<file path="src/rtl/fifo_wr_arbiter_pkg.sv">
// Shared definitions for the two-producer FIFO write arbiter.
// Holds the default FIFO data width and burst length. It also holds the arbiter
// state encoding, both as plain 2-bit constants used by the RTL and as an enum
// that gives readable names in waveforms and benches.
package fifo_arb_pkg;

    localparam int unsigned DEF_FIFO_WIDTH = 16;
    localparam int unsigned DEF_BURST_LEN  = 4;

    localparam logic [1:0] IDLE = 2'b00;
    localparam logic [1:0] GNT0 = 2'b01;
    localparam logic [1:0] GNT1 = 2'b10;

    typedef enum logic [1:0] {
        StIdle = IDLE,
        StGnt0 = GNT0,
        StGnt1 = GNT1
    } arb_state_e;

endpackage

</file>
<file path="src/rtl/fifo_wr_arbiter_if.sv">
// Bundle of producer handshakes and FIFO write-port signals around the arbiter.
//   req0/req1, data0/data1          : producer write requests and data
//   gnt0/gnt1, ack0/ack1            : registered grant, write-accepted strobe
//   fifo_wr_en, fifo_data_in        : FIFO write port
//   fifo_wr_ack/overflow/full       : FIFO status (ack/overflow lag the write by one cycle)
//   ovf_err                         : sticky overflow error
// master = the arbiter side, slave = the producers plus the FIFO.
interface fifo_wr_arbiter_if
    import fifo_arb_pkg::*;
#(
    parameter int unsigned FIFO_WIDTH = DEF_FIFO_WIDTH
);

    logic                  req0;
    logic                  req1;
    logic [FIFO_WIDTH-1:0] data0;
    logic [FIFO_WIDTH-1:0] data1;
    logic                  gnt0;
    logic                  gnt1;
    logic                  ack0;
    logic                  ack1;
    logic                  fifo_wr_en;
    logic [FIFO_WIDTH-1:0] fifo_data_in;
    logic                  fifo_wr_ack;
    logic                  fifo_overflow;
    logic                  fifo_full;
    logic                  ovf_err;

    modport master (
        input  req0, req1, data0, data1,
        input  fifo_wr_ack, fifo_overflow, fifo_full,
        output gnt0, gnt1, ack0, ack1,
        output fifo_wr_en, fifo_data_in, ovf_err
    );

    modport slave (
        output req0, req1, data0, data1,
        output fifo_wr_ack, fifo_overflow, fifo_full,
        input  gnt0, gnt1, ack0, ack1,
        input  fifo_wr_en, fifo_data_in, ovf_err
    );

endinterface

</file>
<file path="src/rtl/fifo_wr_arbiter.sv">
// Round-robin arbiter that merges two producers onto one FIFO write port.
// A grant lasts until its requester drops or BURST_LEN writes have been issued.
// Each issued write is tagged with its owner, so the FIFO's delayed wr_ack goes
// back to the producer that issued the write, and a delayed overflow sets a
// sticky error flag.
// Ports:
//   clk   : single clock, rising edge
//   rst_n : asynchronous active-low reset
//   bus   : fifo_wr_arbiter_if master modport (producers + FIFO write port)
module fifo_wr_arbiter
    import fifo_arb_pkg::*;
#(
    parameter int unsigned FIFO_WIDTH = DEF_FIFO_WIDTH,
    parameter int unsigned BURST_LEN  = DEF_BURST_LEN
) (
    input  logic               clk,
    input  logic               rst_n,
    fifo_wr_arbiter_if.master  bus
);

    localparam int unsigned        BEAT_W    = $clog2(BURST_LEN) + 1;
    localparam logic [BEAT_W-1:0]  BEAT_LAST = BEAT_W'(BURST_LEN - 1);

    logic [1:0]        state_q, state_d;
    logic              last_q, last_d;
    logic [BEAT_W-1:0] beat_q, beat_d;
    logic              tag_valid_q;
    logic              tag_id_q;
    logic              ovf_q;

    logic gnt0, gnt1, granted;
    logic cur_idx;
    logic req_own, req_other;
    logic wr_en;
    logic burst_done;
    logic release_k;

    assign gnt0    = (state_q == GNT0);
    assign gnt1    = (state_q == GNT1);
    assign granted = gnt0 | gnt1;
    assign cur_idx = gnt1;

    assign req_own   = gnt1 ? bus.req1 : bus.req0;
    assign req_other = gnt1 ? bus.req0 : bus.req1;

    // A full FIFO stalls the owner without costing it a beat or the grant.
    assign wr_en      = granted & req_own & ~bus.fifo_full;
    assign burst_done = wr_en & (beat_q == BEAT_LAST);
    assign release_k  = granted & (~req_own | burst_done);

    always_comb begin
        state_d = state_q;
        last_d  = last_q;
        beat_d  = beat_q;
        unique case (state_q)
            IDLE: begin
                beat_d = '0;
                if (bus.req0 && bus.req1) begin
                    // Tie goes to whoever was not served last.
                    state_d = last_q ? GNT0 : GNT1;
                end else if (bus.req0) begin
                    state_d = GNT0;
                end else if (bus.req1) begin
                    state_d = GNT1;
                end
            end
            GNT0, GNT1: begin
                if (release_k) begin
                    last_d = cur_idx;
                    beat_d = '0;
                    if (req_other) begin
                        // Hand over directly, no idle bubble.
                        state_d = gnt1 ? GNT0 : GNT1;
                    end else if (req_own) begin
                        // Burst limit hit with nobody waiting: re-grant.
                        state_d = state_q;
                    end else begin
                        state_d = IDLE;
                    end
                end else begin
                    beat_d = beat_q + BEAT_W'(wr_en);
                end
            end
            default: begin
                state_d = IDLE;
                beat_d  = '0;
            end
        endcase
    end

    always_ff @(posedge clk or negedge rst_n) begin
        if (!rst_n) begin
            state_q <= IDLE;
            last_q  <= 1'b1;
            beat_q  <= '0;
        end else begin
            state_q <= state_d;
            last_q  <= last_d;
            beat_q  <= beat_d;
        end
    end

    // The write tag lines up the FIFO's one-cycle-late status with the write
    // that caused it.
    always_ff @(posedge clk or negedge rst_n) begin
        if (!rst_n) begin
            tag_valid_q <= 1'b0;
            tag_id_q    <= 1'b0;
            ovf_q       <= 1'b0;
        end else begin
            tag_valid_q <= wr_en;
            tag_id_q    <= cur_idx;
            if (bus.fifo_overflow && tag_valid_q) begin
                ovf_q <= 1'b1;
            end
        end
    end

    assign bus.gnt0         = gnt0;
    assign bus.gnt1         = gnt1;
    assign bus.fifo_wr_en   = wr_en;
    assign bus.fifo_data_in = gnt0 ? bus.data0 : (gnt1 ? bus.data1 : '0);
    assign bus.ack0         = bus.fifo_wr_ack & tag_valid_q & ~tag_id_q;
    assign bus.ack1         = bus.fifo_wr_ack & tag_valid_q & tag_id_q;
    assign bus.ovf_err      = ovf_q;

    a_gnt_onehot0 : assert property (@(posedge clk) disable iff (!rst_n)
        !(bus.gnt0 && bus.gnt1));
    a_no_write_when_full : assert property (@(posedge clk) disable iff (!rst_n)
        !(bus.fifo_wr_en && bus.fifo_full));

endmodule

</file>
<file path="src/flat_wrapper.sv">
// flat-port wrapper written by rule: the top's interface ports become plain ports
module fifo_wr_arbiter_flat import fifo_arb_pkg::*;
#(
    parameter int unsigned FIFO_WIDTH = DEF_FIFO_WIDTH,
    parameter int unsigned BURST_LEN  = DEF_BURST_LEN
)
  (clk, rst_n, bus_req0, bus_req1, bus_data0, bus_data1, bus_fifo_wr_ack, bus_fifo_overflow, bus_fifo_full, bus_gnt0, bus_gnt1, bus_ack0, bus_ack1, bus_fifo_wr_en, bus_fifo_data_in, bus_ovf_err);
  fifo_wr_arbiter_if #(.FIFO_WIDTH(FIFO_WIDTH)) bus_i ();
  input  logic clk;
  input  logic rst_n;
  input wire logic [$bits(bus_i.req0)-1:0] bus_req0;
  input wire logic [$bits(bus_i.req1)-1:0] bus_req1;
  input wire logic [$bits(bus_i.data0)-1:0] bus_data0;
  input wire logic [$bits(bus_i.data1)-1:0] bus_data1;
  input wire logic [$bits(bus_i.fifo_wr_ack)-1:0] bus_fifo_wr_ack;
  input wire logic [$bits(bus_i.fifo_overflow)-1:0] bus_fifo_overflow;
  input wire logic [$bits(bus_i.fifo_full)-1:0] bus_fifo_full;
  output wire logic [$bits(bus_i.gnt0)-1:0] bus_gnt0;
  output wire logic [$bits(bus_i.gnt1)-1:0] bus_gnt1;
  output wire logic [$bits(bus_i.ack0)-1:0] bus_ack0;
  output wire logic [$bits(bus_i.ack1)-1:0] bus_ack1;
  output wire logic [$bits(bus_i.fifo_wr_en)-1:0] bus_fifo_wr_en;
  output wire logic [$bits(bus_i.fifo_data_in)-1:0] bus_fifo_data_in;
  output wire logic [$bits(bus_i.ovf_err)-1:0] bus_ovf_err;
  assign bus_i.req0 = bus_req0;
  assign bus_i.req1 = bus_req1;
  assign bus_i.data0 = bus_data0;
  assign bus_i.data1 = bus_data1;
  assign bus_i.fifo_wr_ack = bus_fifo_wr_ack;
  assign bus_i.fifo_overflow = bus_fifo_overflow;
  assign bus_i.fifo_full = bus_fifo_full;
  assign bus_gnt0 = bus_i.gnt0;
  assign bus_gnt1 = bus_i.gnt1;
  assign bus_ack0 = bus_i.ack0;
  assign bus_ack1 = bus_i.ack1;
  assign bus_fifo_wr_en = bus_i.fifo_wr_en;
  assign bus_fifo_data_in = bus_i.fifo_data_in;
  assign bus_ovf_err = bus_i.ovf_err;
  fifo_wr_arbiter #(.FIFO_WIDTH(FIFO_WIDTH), .BURST_LEN(BURST_LEN)) u_core (.clk(clk), .rst_n(rst_n), .bus(bus_i));
endmodule
</file>
<file path="config.mk">
export PLATFORM = sky130hd
export DESIGN_NAME = fifo_wr_arbiter_flat
export DESIGN_NICKNAME = d
export VERILOG_FILES = /design/src/rtl/fifo_wr_arbiter_pkg.sv /design/src/rtl/fifo_wr_arbiter_if.sv /design/src/rtl/fifo_wr_arbiter.sv /design/src/flat_wrapper.sv
export SDC_FILE = /design/constraint.sdc
export NUM_CORES = 1
export LEC_CHECK = 0
export CAP_MARGIN = 20
export CORE_UTILIZATION = 33
export CTS_CLUSTER_SIZE = 28
export DETAILED_ROUTE_END_ITERATION = 10
export PLACE_DENSITY_LB_ADDON = 0.25
export SYNTH_ARGS = -nofsm -noshare
export SYNTH_HDL_FRONTEND = slang
export SYNTH_SLANG_ARGS = --single-unit
</file>
<file path="constraint.sdc">
create_clock -name clk -period 2.5 [get_ports clk]
set_clock_uncertainty 0.15 [all_clocks]
set_input_delay 0.5 -clock clk [delete_from_list [all_inputs] [get_ports clk]]
set_output_delay 0.5 -clock clk [all_outputs]
set_load 0.02 [all_outputs]
</file>
[Yosys cells after proc, flatten, opt, wreduce, memory -nomap -nowiden]
Index checks and enable logic that the tools add are counted.
Word-level totals
  flip-flop bits (word level): 9
  word-level logic and storage cells: 46
  output and inout bits: 22
Operators by class
  reduce and logical (&&, ||, !) cells: 6
  equality and inequality tests: 6
  mux-type cells: 15
  add/sub/neg operators: 1
  bitwise gates (word level): 12
Operator list (count)
  $mux W16: 2
  $mux W2: 8
  $and A1 B1 Y1: 7
  $mux W3: 2
  $ne A4 B3 Y1 const B: 1
  $pmux W2 S2: 1
  $add A3 B1 Y3: 1
  $eq A3 B2 Y1 const B: 1
  $ne A3 B3 Y1 const B: 1
  $not A1 Y1: 3
  $reduce_and A3 Y1: 1
  $eq A2 B1 Y1 const B: 1
  $eq A2 B2 Y1 const B: 1
  $logic_and A1 B1 Y1: 2
  $logic_not A2 Y1: 1
  $mux W1: 2
  $ne A2 B1 Y1 const B: 1
  $or A1 B1 Y1: 2
  $reduce_and A2 Y1: 1
  $reduce_or A2 Y1: 1

[Depth between registers and ports, before layout]
  word-level depth: 9
  gate-level depth with buffers: 9

[Worst setup path after synthesis]
Ideal clock, no wire load.
  path kind: flip-flop to output port
  start: register u_core.state_q[0]
  end: output bus_fifo_data_in[10]
  path buffers: 2
  required time: 1.850 ns
  data arrival time: 1.753 ns
  cell stages (with the launch flop): 7
  path slack: 0.097 ns
  cells stage by stage: dfrtp_1 inv_1 ha_1 buf_2 buf_2 nand2_1 o21ai_0
Between the ends
  cells in the longest elaborated chain, start to end: 3
  elaborated cells on any way between the ends: 4
  those cells by class: 2 x eq/ne; 2 x mux
Ends and longest elaborated chain
  start: declaration: line fifo_wr_arbiter.sv:24  | logic [1:0] state_q, state_d;
  start signal: assignment: line fifo_wr_arbiter.sv:97  | state_q <= state_d;
  $eq A2 B2 Y1: line fifo_wr_arbiter.sv:39  | assign gnt1 = (state_q == GNT1);
  via bus_gnt1: line flat_wrapper.sv:19  | output wire logic [$bits(bus_i.gnt1)-1:0] bus_gnt1;
  $mux W16 (2 in series): line fifo_wr_arbiter.sv:122  | assign bus.fifo_data_in = gnt0 ? bus.data0 : (gnt1 ? bus.data1 : '0);
  end: declaration: line flat_wrapper.sv:23  | output wire logic [$bits(bus_i.fifo_data_in)-1:0] bus_fifo_data_in;
The timed path passes the listed nets, and every way through them passes these cells.

[Worst setup path in the final report]
  start: register u_core.state_q[0]
  end: output bus_fifo_wr_en
Between the ends
  cells in the longest elaborated chain, start to end: 4
  elaborated cells on any way between the ends: 6
  those cells by class: 2 x eq/ne; 1 x mux; 3 x bitwise
Ends and longest elaborated chain
  $eq A2 B1 Y1 or $eq A2 B2 Y1 (tied branches): line fifo_wr_arbiter.sv:38, fifo_wr_arbiter.sv:39
  $or A1 B1 Y1 or $mux W1 (tied branches): line fifo_wr_arbiter.sv:40, fifo_wr_arbiter.sv:43
  $and A1 B1 Y1 * (2 in series): line fifo_wr_arbiter.sv:47  | assign wr_en = granted & req_own & ~bus.fifo_full;
  end: declaration: line flat_wrapper.sv:22  | output wire logic [$bits(bus_i.fifo_wr_en)-1:0] bus_fifo_wr_en;
Every way passes the cells marked *; elsewhere a longest branch is shown, timed or not.

==> metrics.txt <==
outcome=completed; mean post-synth cell area=7.71 sq um; initial antenna violation count=0; power density over the cells=909 nW/um^2; EDFF count, synth=0; Comb pwr share=74.0%; Worst Hold Class=reg2reg; Net Sw Frac=45.9%; mean routed wirelength per cell=11.8 um; CTS clk-pin slew, worst paths=0.05 ns; First-pass DRT Iterations=4; number of global-route vias before repair=843; Crit Path Category=reg2out; Worst EP required=1.85 ns; gr ovfl total=0; net switching power=0.000609 W; Starting Density=35.2%; routability cong.=0.715; Clk Latency, worst-skew pair=0.26 ns; Post-Syn Nets=146; Max Root-Sink Buffers=2; PortBufs=60; H-tree depth=1; maxcap violations=0; Final ANT Viol Nets=0; DPL Wire Length=1.92 mm; VDD IR-drop max=0.883 mV; FMAX=0.410 GHz; Power, Total=0.00133 W; final worst path period share=97.7%; first-pass GRT wire length=3.70 mm; Int Pwr=0.000719 W; CTS tree=done; hold_buf cts=0; worst slew pin tran=0.414 ns; final slew viol count=0; CTS Sinks=9; final WL=2.34 mm; Layout area overhead=87.8%; # setup viols final=0; layout cell share with drive strength beyond 1=14.7%; max_slew headroom=72.3%; Antenna diodes=0; post-placement cell area=1470 sq um; RSZ-0062 raised after global routing=yes; fin area=1460 sq um; DRC=0; post-layout util=66.1%; vias per cell=4.65; Post-Syn Area=778 sq um; Clock Power Share=8.4%; Cells after Synth=101; Die ar.=2560 sq um; CTS root buf=clkbuf_4; 1st-iter DRT viols=12; Worst setup EP type=primary output; chip width=50.6 um; Sequential Power Share=17.6%; Seq cells post-synth=9; fin crit period=2.44 ns; total CTS buffers=3; startpoint class of the critical path=flip-flop; leakage power=0.670 nW; CP arrival=1.79 ns; Worst Path Max Fanout=6; FP Rows=17; total track usage=18.9%; Seq/Total Area, Yosys=29.1%; via count=920; Yosys cell types=24; Die Y=50.6 um; Yosys warnings=0; largest net degree at the start of global routing=24; Synth Flop Type=dfrtp_1; Final Hold Viols=0; I/O pin cnt=61; post-CTS setup buffer count=0; Placeable Area=2210 sq um; fin nets=216; ys async rst share=100%
[worst max-delay path, stage by stage, from the launching register on]
cell	delay, ns
dfrtp_1	0.40
inv_1	0.11
ha_2	0.25
mux2_4	0.32
nand2_1	0.07
nor2_1	0.05
dlygate4sd2_1	0.32
[cells by family (layout without fill, tap and decap cells)]
group	Yosys count	after routing	synth area share [%]
AOI/OAI and AO/OA	26	26	19.6
xor gates and xnor gates	1	1	1.13
adders and majority gates	6	6	9.65
buffers and inverters	9	78	4.66
DFF	9	9	29.1
muxes	3	3	5.14
and+or+nand+nor	47	47	30.7
[final timing paths]
kind,startpoint,endpoint,slack [ns],cells past startpoint
worst max-delay path,u_core.state_q[0],bus_fifo_wr_en,0.06,6
worst min-delay path,u_core.bus.ovf_err,u_core.bus.ovf_err,0.30,1
worst max register to register,u_core.state_q[0],u_core.beat_q[2],0.28,10
worst min register to register,u_core.bus.ovf_err,u_core.bus.ovf_err,0.30,1
max in group asynchronous,rst_n,u_core.last_q,1.50,1
min in group asynchronous,rst_n,u_core.beat_q[0],0.38,1
[flip-flops by register name, summed over array words and instances, names as in the netlist]
name,count
u_core.beat_q,3
u_core.bus.ovf_err,1
u_core.last_q,1
u_core.state_q,2
u_core.tag_id_q,1
u_core.tag_valid_q,1
[routing by layer]
metal / wire length (um) / up-vias / global-route usage, % / part of all wire, %
li1: - / 480 / - / -
met1: 1060 / 411 / 24.6 / 45
met2: 1110 / 29 / 30.9 / 48
met3: 168 / 0 / 6.06 / 7.2
met4: 0 / 0 / 2.78 / 0
met5: 0 / - / 0 / 0
[cells in the final DEF (no fill, tap or decap), types with 3 or more instances in the layout]
master            n
buf_4            10
nor2b_1           4
clkbuf_4          3
clkdlybuf4s15_1   4
a21oi_1           3
clkdlybuf4s50_1  43
inv_1             4
a22o_1            3
ha_1              5
dfrtp_1           8
nand2_1          30
o21ai_0          17
dlygate4sd2_1     7
nor2_1            3
clkbuf_2          5
[cells in the mapped netlist (all sizes together) (2+ instances only)]
| master | count | share of area [%] |
|---|---|---|
| clkbuf | 3 | 1.4 |
| inv | 4 | 1.9 |
| dfrtp | 8 | 26 |
| and2 | 2 | 1.6 |
| and3 | 2 | 1.6 |
| mux2 | 2 | 3.9 |
| a21oi | 3 | 1.9 |
| o21ai | 17 | 11 |
| nand2 | 30 | 14 |
| nand2b | 2 | 1.6 |
| a22o | 3 | 3.4 |
| nor2b | 4 | 3.2 |
| nor2 | 3 | 1.4 |
| buf | 2 | 1.3 |
| nand3b | 2 | 1.9 |
| ha | 6 | 9.6 |
[area by class of cell]
| cell class | count | area (sq um) |
|---|---|---|
| fill | 200 | 751 |
| inverter | 4 | 15.0 |
| sequential | 9 | 226 |
| tap | 28 | 35.0 |
| multi-input combinational | 83 | 518 |
| clock buffer | 4 | 26.3 |
| timing repair buffer | 70 | 641 |
[power by group through the flow]
stage / Combinational (W) / Clock, W / Sequential [W]
finish: 0.000982 / 0.000112 / 0.000233
floorplan: 0.000588 / 0 / 0.000236
CTS: 0.000987 / 0.000116 / 0.000233
global route: 0.00107 / 0.000124 / 0.000238
global placement: 0.00104 / 0 / 0.000232
detailed placement: 0.00106 / 0 / 0.000236
[through the flow]
stage / cells / setup TNS, ns / worst slack [ns] / hold slack, ns
final: 198 / 0 / 0.0583 / 0.300
after global routing: 198 / -0.0405 / -0.0405 / 0.325
after CTS: 198 / 0 / 0.0406 / 0.305
after detailed placement: 194 / -0.146 / -0.116 / 0.293
after global placement: 194 / -0.0574 / -0.0574 / 0.289
after floorplan: 101 / 0 / 0.0971 / 0.0544
[repair_timing]
action,4_1_cts,5_1_grt
endpoints found under the setup margin,17,11
pin swaps,0,0
resized for setup,18,21
No activity file was read; power rests on OpenSTA's default activity.
